### config.mk
export PLATFORM = sky130hd
export DESIGN_NAME = ui_in_conditioner
export DESIGN_NICKNAME = d
export VERILOG_FILES = /design/src/rtl/ui_cond_pkg.sv /design/src/rtl/ui_debounce_bit.sv /design/src/rtl/ui_in_conditioner.sv
export SDC_FILE = /design/constraint.sdc
export NUM_CORES = 1
export LEC_CHECK = 0
export CAP_MARGIN = 20
export CORE_MARGIN = 3
export CORE_UTILIZATION = 52
export CTS_BUF_LIST = sky130_fd_sc_hd__clkbuf_8
export CTS_CLUSTER_SIZE = 24
export DETAILED_ROUTE_END_ITERATION = 10
export PLACE_DENSITY = 0.87
export RECOVER_POWER = 100
export SLEW_MARGIN = 20
export SYNTH_ARGS = -nofsm -noshare
export SYNTH_HDL_FRONTEND = slang
export SYNTH_SLANG_ARGS = --single-unit
export TNS_END_PERCENT = 20
### constraint.sdc
create_clock -name clk -period 4.5 [get_ports clk]
set_clock_uncertainty 0.2 [all_clocks]
set_input_delay 0.9 -clock clk [delete_from_list [all_inputs] [get_ports clk]]
set_output_delay 0.9 -clock clk [all_outputs]
set_load 0.005 [all_outputs]
### src/rtl/ui_cond_pkg.sv
// ----------------------------------------------------------------------------
// ui_cond_pkg
// Shared constants and helpers for the input-conditioning stage
// (ui_in_conditioner and its per-bit filter ui_debounce_bit).
//
// Contents:
//   SYNC_STAGES_MIN / SYNC_STAGES_MAX : legal synchronizer depth range
//   DEBOUNCE_MIN / DEBOUNCE_MAX       : legal debounce length range
//   cnt_width()                       : debounce counter width for a given
//                                       debounce length
// ----------------------------------------------------------------------------
package ui_cond_pkg;

    localparam int SYNC_STAGES_MIN = 2;
    localparam int SYNC_STAGES_MAX = 4;
    localparam int DEBOUNCE_MIN    = 1;
    localparam int DEBOUNCE_MAX    = 65535;

    // Width that holds DEBOUNCE_CYCLES-1 without overflow. The +1 keeps the
    // result at least 1 bit even when DEBOUNCE_CYCLES is 1 (counter unused
    // but still a legal vector).
    function automatic int cnt_width(input int debounce_cycles);
        int w;
        w = $clog2(debounce_cycles + 1);
        if (w < 1) begin
            w = 1;
        end
        return w;
    endfunction

endpackage

### src/rtl/ui_debounce_bit.sv
// ----------------------------------------------------------------------------
// ui_debounce_bit
// Conditions one raw pad input: a SYNC_STAGES-deep synchronizer followed by a
// debounce filter that only accepts a new level after the synchronized value
// has differed from the accepted level for DEBOUNCE_CYCLES consecutive
// cycles. Emits registered one-cycle rise/fall pulses aligned with the level
// change.
//
// Ports:
//   clk_i        : system clock
//   rst_i        : synchronous active-high reset
//   ena_i        : filter enable; low holds the counter at 0, the level
//                  steady and the pulses low (synchronizer keeps running)
//   pin_i        : raw asynchronous pad input
//   level_o      : debounced level
//   rise_o       : one-cycle pulse in the cycle level_o first reads 1
//   fall_o       : one-cycle pulse in the cycle level_o first reads 0
//   pulse_next_o : next-cycle value of (rise_o | fall_o), so the parent can
//                  register an aggregate edge flag in the same cycle
// ----------------------------------------------------------------------------
module ui_debounce_bit
    import ui_cond_pkg::*;
#(
    parameter int SYNC_STAGES     = 2,
    parameter int DEBOUNCE_CYCLES = 4
) (
    input  logic clk_i,
    input  logic rst_i,
    input  logic ena_i,
    input  logic pin_i,
    output logic level_o,
    output logic rise_o,
    output logic fall_o,
    output logic pulse_next_o
);

    localparam int              CNT_W    = cnt_width(DEBOUNCE_CYCLES);
    localparam logic [CNT_W-1:0] CNT_LAST = CNT_W'(DEBOUNCE_CYCLES - 1);

    logic [SYNC_STAGES-1:0] sync_q;
    logic [SYNC_STAGES-1:0] sync_d;
    logic                   sync_s;

    logic [CNT_W-1:0] cnt_q;
    logic [CNT_W-1:0] cnt_d;
    logic             level_q;
    logic             level_d;
    logic             rise_q;
    logic             rise_d;
    logic             fall_q;
    logic             fall_d;

    // Shift register: bit 0 takes the raw pin, the top bit is the
    // synchronized value used by the filter.
    assign sync_d = {sync_q[SYNC_STAGES-2:0], pin_i};
    assign sync_s = sync_q[SYNC_STAGES-1];

    always_comb begin
        cnt_d   = cnt_q;
        level_d = level_q;
        rise_d  = 1'b0;
        fall_d  = 1'b0;

        if (!ena_i) begin
            // Frozen: any partial count is discarded so filtering restarts
            // from zero when enabled again.
            cnt_d = '0;
        end else if (sync_s == level_q) begin
            // Any return to equality throws away accumulated credit.
            cnt_d = '0;
        end else if (cnt_q == CNT_LAST) begin
            level_d = sync_s;
            cnt_d   = '0;
            rise_d  = sync_s;
            fall_d  = ~sync_s;
        end else begin
            cnt_d = cnt_q + CNT_W'(1);
        end
    end

    always_ff @(posedge clk_i) begin
        if (rst_i) begin
            sync_q  <= '0;
            cnt_q   <= '0;
            level_q <= 1'b0;
            rise_q  <= 1'b0;
            fall_q  <= 1'b0;
        end else begin
            sync_q  <= sync_d;
            cnt_q   <= cnt_d;
            level_q <= level_d;
            rise_q  <= rise_d;
            fall_q  <= fall_d;
        end
    end

    assign level_o      = level_q;
    assign rise_o       = rise_q;
    assign fall_o       = fall_q;
    assign pulse_next_o = rise_d | fall_d;

endmodule

### src/rtl/ui_in_conditioner.sv
// ----------------------------------------------------------------------------
// ui_in_conditioner
// Input-conditioning stage for the 8-bit dedicated input bus. Every raw pin
// is synchronized and debounced independently; the block presents a clean
// level bus plus per-bit one-cycle rise/fall pulses and a registered
// any-edge flag.
//
// Parameters:
//   WIDTH           : number of conditioned bits
//   SYNC_STAGES     : synchronizer depth per bit (2..4)
//   DEBOUNCE_CYCLES : consecutive differing cycles needed to accept a new
//                     level (1..65535)
//
// Ports:
//   clk       : system clock (single domain)
//   rst       : synchronous active-high reset
//   ena       : conditioning enable; low freezes the filters
//   pin_in    : raw asynchronous pad inputs
//   level_out : debounced, synchronized levels
//   rise_out  : one-cycle pulse per bit on an accepted 0->1 change
//   fall_out  : one-cycle pulse per bit on an accepted 1->0 change
//   any_edge  : registered OR of all pulses, high in the same cycle as them
//
// Latency for a stable pin change: SYNC_STAGES + DEBOUNCE_CYCLES cycles.
// ----------------------------------------------------------------------------
module ui_in_conditioner
    import ui_cond_pkg::*;
#(
    parameter int WIDTH           = 8,
    parameter int SYNC_STAGES     = 2,
    parameter int DEBOUNCE_CYCLES = 4
) (
    input  logic             clk,
    input  logic             rst,
    input  logic             ena,
    input  logic [WIDTH-1:0] pin_in,
    output logic [WIDTH-1:0] level_out,
    output logic [WIDTH-1:0] rise_out,
    output logic [WIDTH-1:0] fall_out,
    output logic             any_edge
);

    // Reject illegal parameterisations at elaboration.
    if (SYNC_STAGES < SYNC_STAGES_MIN || SYNC_STAGES > SYNC_STAGES_MAX) begin : g_bad_sync
        $error("ui_in_conditioner: SYNC_STAGES=%0d outside %0d..%0d",
               SYNC_STAGES, SYNC_STAGES_MIN, SYNC_STAGES_MAX);
    end
    if (DEBOUNCE_CYCLES < DEBOUNCE_MIN || DEBOUNCE_CYCLES > DEBOUNCE_MAX) begin : g_bad_deb
        $error("ui_in_conditioner: DEBOUNCE_CYCLES=%0d outside %0d..%0d",
               DEBOUNCE_CYCLES, DEBOUNCE_MIN, DEBOUNCE_MAX);
    end
    if (WIDTH < 1) begin : g_bad_width
        $error("ui_in_conditioner: WIDTH must be at least 1");
    end

    logic [WIDTH-1:0] pulse_next;
    logic             any_edge_q;
    logic             any_edge_d;

    for (genvar i = 0; i < WIDTH; i++) begin : g_bit
        ui_debounce_bit #(
            .SYNC_STAGES     (SYNC_STAGES),
            .DEBOUNCE_CYCLES (DEBOUNCE_CYCLES)
        ) u_bit (
            .clk_i        (clk),
            .rst_i        (rst),
            .ena_i        (ena),
            .pin_i        (pin_in[i]),
            .level_o      (level_out[i]),
            .rise_o       (rise_out[i]),
            .fall_o       (fall_out[i]),
            .pulse_next_o (pulse_next[i])
        );
    end

    // Built from the per-bit next-state pulses so the flag is a flop of its
    // own yet lines up with the pulse registers.
    assign any_edge_d = |pulse_next;

    always_ff @(posedge clk) begin
        if (rst) begin
            any_edge_q <= 1'b0;
        end else begin
            any_edge_q <= any_edge_d;
        end
    end

    assign any_edge = any_edge_q;

endmodule

After elaboration in Yosys (flattened, before gate mapping)
Index checks and enable logic that the tools add are counted.
{"block": "word_totals", "elab_cells": 155, "input_bits": 11, "ff_bits": 65, "output_inout_bits": 25}
{"block": "op_classes", "n_bitwise": 25, "reduce_logical": 17, "eq_ne": 16, "add_sub_neg": 8, "mux": 48}
{"cell": "2-to-1 mux 1 bit", "n": 48}
{"cell": "OR reduction 4 bit", "n": 8}
{"cell": "adder 3 x 1 -> 3 bit (second input constant)", "n": 8}
{"cell": "== test 3 x 2 -> 1 bit (second input constant)", "n": 8}
{"cell": "AND reduction 3 bit", "n": 8}
{"cell": "NOT 1 bit", "n": 17}
{"cell": "== test 1 bit", "n": 8}
{"cell": "OR 1 bit", "n": 8}
{"cell": "OR reduction 8 bit", "n": 1}

Longest topological paths before layout
Gate-level depths: netlist of the first run.
{"block": "depth", "depth_word": 6, "ltp_mapped": 6, "mapped_depth_nobuf": 6}

Modules after synthesis
From an unflattened synthesis of the first run, not the netlist that was laid out.
{"block": "unflattened", "cells_unflattened": 204, "area_unflattened_um2": 2359.8}
{"mod": "ui_debounce_bit", "area_per_inst_um2": 290.3, "instances": 8, "cells_each": 25}
{"mod": "ui_in_conditioner", "area_per_inst_um2": 37.5, "instances": 1, "cells_each": 4}

Least setup slack after synthesis of the first run
No wires, ideal clock.
{"block": "synth_path", "path_kind": "input-to-reg", "startpoint": "input port ena", "endpoint": "register g_bit[7].u_bit.level_q", "required_ns": 4.181, "setup_slack_ns": 2.659, "path_stages": 4, "t_arrival_ns": 1.522, "cell_sequence": "buf_6 > and2b_4 > and4b_1 > o21bai_1"}
{"block": "synth_between", "elab_chain_len": 1}
{"element": "start, declared", "line_no": "ui_in_conditioner.sv:35", "rtl": "input logic ena,"}
{"element": "AND reduction 3 bit (no line)"}
{"element": "end signal, assigned", "line_no": "ui_debounce_bit.sv:91", "rtl": "level_q <= level_d;"}
{"element": "end, declared", "line_no": "ui_debounce_bit.sv:46", "rtl": "logic level_q;"}
No other way between the ends.
A chain may end at the register's enable or synchronous reset.

Worst setup path after layout of the first run
{"block": "layout_path", "startpoint": "input port ena", "endpoint": "register g_bit[0].u_bit.cnt_q[1]"}
{"block": "layout_between", "elab_chain_len": 2}
{"element": "NOT 1 bit (no line)"}
{"element": "OR reduction 4 bit (no line)"}
{"element": "end signal, assigned", "line_no": "ui_debounce_bit.sv:90", "rtl": "cnt_q <= cnt_d;"}
{"element": "end, declared", "line_no": "ui_debounce_bit.sv:44", "rtl": "logic [CNT_W-1:0] cnt_q;"}
No other way between the ends.

==> impl_metrics.env, run 1 <==
export IMPL_fp_row_count=24
export IMPL_worstSetupEndpoint="g_bit[0].u_bit.cnt_q[1]"
export IMPL_regArea_um2=1301
export IMPL_root_buffer="clkbuf_8"
export IMPL_cts_buffer_depth=2
export IMPL_synth_fp_nets=274
export IMPL_io_buffer_count=35
export IMPL_holdBufCountCts=0
export IMPL_fill_cells=383
export IMPL_ys_seq_elements=65
export IMPL_cts_sinks=65
export IMPL_final_cell_mix="65 x dfxtp_1, 27 x dlygate4sd3_1, 21 x inv_1, 19 x nand2_1"
export IMPL_vias=1528
export IMPL_min_period_ns=2.673
export IMPL_area_delta_synth_final_pct=13.44
export IMPL_critical_path_slowest_cell="dlygate4sd3_1"
export IMPL_die_h_um=75.65
export IMPL_finish_utilization_pct=63.53
export IMPL_worstSetupPathType="in -> reg"
export IMPL_cap_viol_max_count=0
export IMPL_powerDensity_nw_per_um2=364.8
export IMPL_first_iter_violations=63
export IMPL_worstReg2RegStart="g_bit[2].u_bit.cnt_q[0]"
export IMPL_startpoint="ena"
export IMPL_drcViolationCount=0
export IMPL_cts_tree="built"
export IMPL_cp_data_required_time_ns=4.58
export IMPL_place_area_um2=2736
export IMPL_core_area_um2=4504
export IMPL_reg2reg_depth=6
export IMPL_critical_path_top_delay_family="simple AND/OR/NAND/NOR gates"
export IMPL_htreeDepth=3
export IMPL_drive_gt1_share_pct=10.37
export IMPL_holdCritPathClass="reg -> reg"
export IMPL_crit_path_cell_trace="dlygate4sd3_1 > nand2b_1 > or3_1 > nor2_2"
export IMPL_relSlewSlack_pct=47.32
export IMPL_clkLatencyLatePin_ns=0.34
export IMPL_hold_ws_ns=0.2220
export IMPL_ys_seq_area_share_pct=51.59
export IMPL_period_share_pct=59.40
export IMPL_vias_per_cell=4.745
export IMPL_finalWeightedCongestion=0.7344
export IMPL_grt_pass1_wl_mm=6.437
export IMPL_diodes=0
export IMPL_setup_violations=0
export IMPL_antenna_found_initial=0
export IMPL_hpwlAfterDp_mm=2.770
export IMPL_start_util_pct=56.00
export IMPL_die_w_um=75.65
export IMPL_multi_input_area_um2=895.9
export IMPL_cts_resized_gates=0
export IMPL_status="complete, no violations"
export IMPL_ys_warn_count=0
export IMPL_end_kind="register"
export IMPL_worst_pin_slew_ns=0.7901
export IMPL_ioPinCount=36
export IMPL_ys_top_cells_by_area="dfxtp_1 52%, ha_1 7.9%, buf_4 7.1%"
export IMPL_path_buf_inv=1
export IMPL_max_stage_delay_ns=0.91
export IMPL_synth_main_ff_cell="dfxtp_1"
export IMPL_fin_setup_tns_ns=0
export IMPL_final_common_cell="dfxtp_1"
export IMPL_worstSetupStartpointType="input pin"
export IMPL_synth_top_cell_by_area="dfxtp_1"
export IMPL_netlist_area_leader_share_pct=51.59
export IMPL_p_leak_nw=1.156
export IMPL_final_nets=292
export IMPL_drt_total_wl_mm=3.797
export IMPL_grt_start_max_net_pins=22
export IMPL_final_cells=322
export IMPL_grt_total_usage_pct=15.41
export IMPL_synthDistinctLibCells=33
export IMPL_dp_cells=306
export IMPL_wl_per_cell_um=11.79
export IMPL_cp_depth=4
export IMPL_numCtsBuffers=9
export IMPL_worstPathMaxFanout=17
export IMPL_fmax_mhz=374.1
export IMPL_async_reset_ff_share_pct=0
export IMPL_syn_cell_area_um2=2522
export IMPL_gr_total_overflow=0
export IMPL_timing_rr_end="any_edge"
export IMPL_synth_edff_count=0
export IMPL_cts_setup_buffers=0
export IMPL_max_vdd_ir_drop_v=0.0002092
export IMPL_avgSynthCellArea_um2=10.21
export IMPL_regToRegSetupSlack_ns=2.89
export IMPL_ant_nets=0
export IMPL_die_area_um2=5722
export IMPL_arrival_ns=2.75
export IMPL_dr_pass1_iters=4
export IMPL_grt_pass1_vias=1565
export IMPL_rsz0062_at_grt="no"
export IMPL_design_area_um2=2861
export IMPL_netlist_instances=247
export IMPL_path_clk_slew_ns=0.06
export IMPL_hold_violations=0
export IMPL_drv_slew=0
[final cells by class]
cell class / instances / share of cell area (%)
Multi-Input combinational cell: 134 / 31.31
Inverter: 19 / 2.492
Sequential cell: 65 / 45.47
Tap cell: 52 / 2.274
Clock inverter: 5 / 0.7871
Timing Repair Buffer: 36 / 12.37
Clock buffer: 11 / 5.291
[cell usage after synthesis, types with 2 or more instances]
master   instances
a21oi_1          6
and4b_1          2
buf_2            2
buf_4           24
dfxtp_1         65
ha_1            16
inv_1           19
nand2_1         19
nand3_1          6
nor2_1          16
nor2_2          12
nor2b_1         16
nor3b_1         11
o22ai_1          2
or3_4            7
xnor2_1          7
[report_power, final]
| group | switching, mW | internal, mW | total (mW) |
|---|---|---|---|
| Sequential | 0.00480 | 0.583 | 0.588 |
| Combinational | 0.0142 | 0.0153 | 0.0295 |
| Clock | 0.204 | 0.223 | 0.426 |
| Total | 0.223 | 0.821 | 1.04 |
[how the worst min path moves through the flow]
stage	cells past startpoint	startpoint	end	slack, ns
4_1_cts	1	g_bit[4].u_bit.cnt_q[0]	g_bit[4].u_bit.cnt_q[0]	0.22
5_1_grt	1	g_bit[7].u_bit.cnt_q[0]	g_bit[7].u_bit.cnt_q[0]	0.23
6_report	1	g_bit[4].u_bit.cnt_q[0]	g_bit[4].u_bit.cnt_q[0]	0.22
3_5_place_dp	1	g_bit[4].u_bit.cnt_q[0]	g_bit[4].u_bit.cnt_q[0]	0.21
3_3_place_gp	1	g_bit[4].u_bit.cnt_q[0]	g_bit[4].u_bit.cnt_q[0]	0.21
2_1_floorplan	1	g_bit[2].u_bit.cnt_q[0]	g_bit[2].u_bit.cnt_q[0]	0.20
[metrics by stage]
| stage | power [mW] | worst slack, ns |
|---|---|---|
| finish | 1.044 | 1.827 |
| global placement | 0.6326 | 1.780 |
| CTS | 1.060 | 2.071 |
| detailed placement | 0.6341 | 1.720 |
| floorplan | 0.6209 | 2.659 |
| global route | 1.084 | 1.699 |
[registers in the layout (all words and copies together) (netlist names)]
name,count
g_bit.u_bit.sync_q,16
g_bit.u_bit.rise_o,8
g_bit.u_bit.fall_o,8
g_bit.u_bit.cnt_q,24
g_bit.u_bit.level_o,8
any_edge,1
[logic make-up after synthesis]
kind of cell             count (synthesis)  synth area share (%)
multiplexers                             1                0.3968
AO/OA/AOI/OAI                           12                 2.728
AND/OR/NAND/NOR                         97                 23.17
flip-flops                              65                 51.59
XOR/XNOR                                 8                 3.076
adder cells (fa/ha/maj)                 16                 7.936
buffers and inverters                   48                 11.11
[metal layers]
layer | share of wire [%] | vias up | track usage [%]
met3 | 4.1 | 7 | 3.958
met5 | 0 | - | 0
met4 | 1.9 | 0 | 9.903
li1 | - | 802 | -
met1 | 48 | 681 | 18.10
met2 | 46 | 38 | 24.93
Note: power is estimated with default switching activity, not from simulation.
==> run 2, diff against run 1 <==
==> constraint.sdc (replaced) <==
create_clock -name clk -period 2.6 [get_ports clk]
set_clock_uncertainty 0.2 [all_clocks]
set_input_delay 0.52 -clock clk [delete_from_list [all_inputs] [get_ports clk]]
set_output_delay 0.52 -clock clk [all_outputs]
set_load 0.005 [all_outputs]
==> run 2 against run 1 <==
  * Wire length increased by 1.1%
  * Sequential share of layout area increased by 0.34 points
  * Sequential power increased by 73%
  * Clock-buffer cell count decreased by 1
  * Setup slack got worse by 1.3 ns
  * Largest power group unchanged
==> impl_metrics.env, run 2 (synthesized netlist as in run 1, its figures left out) <==
export IMPL_status="complete, no violations"
export IMPL_grt_total_usage_pct=16.19
export IMPL_ioPinCount=36
export IMPL_largest_reg_flops=24
export IMPL_drive_gt1_share_pct=9.328
export IMPL_max_stage_delay_ns=0.61
export IMPL_cts_buffer_depth=2
export IMPL_clkLatencyLatePin_ns=0.33
export IMPL_vias=1561
export IMPL_whs_path_depth=1
export IMPL_cap_viol_max_count=0
export IMPL_max_vdd_ir_drop_v=0.0003449
export IMPL_holdBufCountCts=0
export IMPL_wl_per_cell_um=11.99
export IMPL_drt_total_wl_mm=3.837
export IMPL_first_iter_violations=32
export IMPL_top_register="g_bit.u_bit.cnt_q"
export IMPL_gr_total_overflow=0
export IMPL_cts_resized_gates=0
export IMPL_drv_slew=0
export IMPL_grt_pass1_wl_mm=6.644
export IMPL_design_area_um2=2840
export IMPL_worstSetupPathType="reg -> out"
export IMPL_place_area_um2=2744
export IMPL_critical_path_slowest_cell="dlygate4sd3_1"
export IMPL_post_place_ws_ns=0.4042
export IMPL_rsz0062_at_grt="no"
export IMPL_end_kind="primary output"
export IMPL_io_buffer_count=35
export IMPL_crit_path_cell_trace="dlygate4sd3_1"
export IMPL_reg2reg_depth=6
export IMPL_relSlewSlack_pct=76.17
export IMPL_finalWeightedCongestion=0.8495
export IMPL_reg_top3="g_bit.u_bit.cnt_q: 24 flops, g_bit.u_bit.sync_q: 16 flops"
export IMPL_period_share_pct=79.59
export IMPL_cts_sinks=65
export IMPL_final_cell_mix="65 x dfxtp_1, 27 x dlygate4sd3_1, 21 x inv_1, 19 x nand2_1"
export IMPL_die_w_um=75.65
export IMPL_cts_tree="built"
export IMPL_drcViolationCount=0
export IMPL_hold_violations=0
export IMPL_vias_per_cell=4.878
export IMPL_cts_setup_buffers=0
export IMPL_layout_setup_ws_ns=0.5306
export IMPL_powerDensity_nw_per_um2=612.8
export IMPL_worstSetupStartpointType="register"
export IMPL_power_total_mw=1.741
export IMPL_diodes=0
export IMPL_fmax_mhz=483.2
export IMPL_dr_pass1_iters=4
export IMPL_final_cells=320
export IMPL_setup_violations=0
export IMPL_die_area_um2=5722
export IMPL_worstPathMaxFanout=5
export IMPL_min_period_ns=2.069
export IMPL_cp_data_required_time_ns=1.88
export IMPL_p_leak_nw=1.146
export IMPL_numCtsBuffers=9
export IMPL_fp_row_count=24
export IMPL_hold_ws_ns=0.2225
export IMPL_hpwlAfterDp_mm=2.775
export IMPL_start_util_pct=56.00
export IMPL_final_nets=293
export IMPL_grt_start_max_net_pins=23
export IMPL_die_h_um=75.65
export IMPL_fin_setup_tns_ns=0
export IMPL_antenna_found_initial=0
export IMPL_finish_utilization_pct=63.06
export IMPL_core_area_um2=4504
export IMPL_arrival_ns=1.35
export IMPL_grt_pass1_vias=1546
export IMPL_holdCritPathClass="reg -> reg"
export IMPL_cp_depth=1
export IMPL_ant_nets=0
export IMPL_area_delta_synth_final_pct=12.60
export IMPL_dp_cells=307
export IMPL_worst_pin_slew_ns=0.3574
export IMPL_path_clk_slew_ns=0.06
export IMPL_final_common_cell="dfxtp_1"
export IMPL_path_buf_inv=1
export IMPL_root_buffer="clkbuf_8"
export IMPL_critical_path_top_delay_family="buffers and inverters"
export IMPL_htreeDepth=3
[run 2: final timing paths]
path	start	slack, ns	endpoint
max	g_bit[3].u_bit.level_o	0.53	level_out[3]
min	g_bit[1].u_bit.cnt_q[0]	0.22	g_bit[1].u_bit.cnt_q[0]
max reg2reg	g_bit[2].u_bit.cnt_q[0]	0.94	any_edge
min reg2reg	g_bit[1].u_bit.cnt_q[0]	0.22	g_bit[1].u_bit.cnt_q[0]
[run 2: power breakdown]
group          total [mW]  internal, mW  switching [mW]
sequential           1.02          1.01         0.00832
combinational      0.0515        0.0274          0.0241
clock               0.671         0.347           0.324
[run 2: cell type report]
cell class                      instances  area [µm²]
Clock inverter                          3       12.51
Sequential cell                        65        1301
Clock buffer                           10       137.6
Fill cell                             366        1664
Inverter                               19       71.32
Timing Repair Buffer                   37       361.6
Tap cell                               52       65.06
Multi-Input combinational cell        134       890.9
[run 2: metal layers]
| layer | GRT usage (%) | wire length (µm) |
|---|---|---|
| met1 | 18.46 | 1790 |
| met2 | 25.31 | 1764 |
| met3 | 7.520 | 209 |
| met4 | 8.544 | 73 |
| met5 | 0 | 0 |
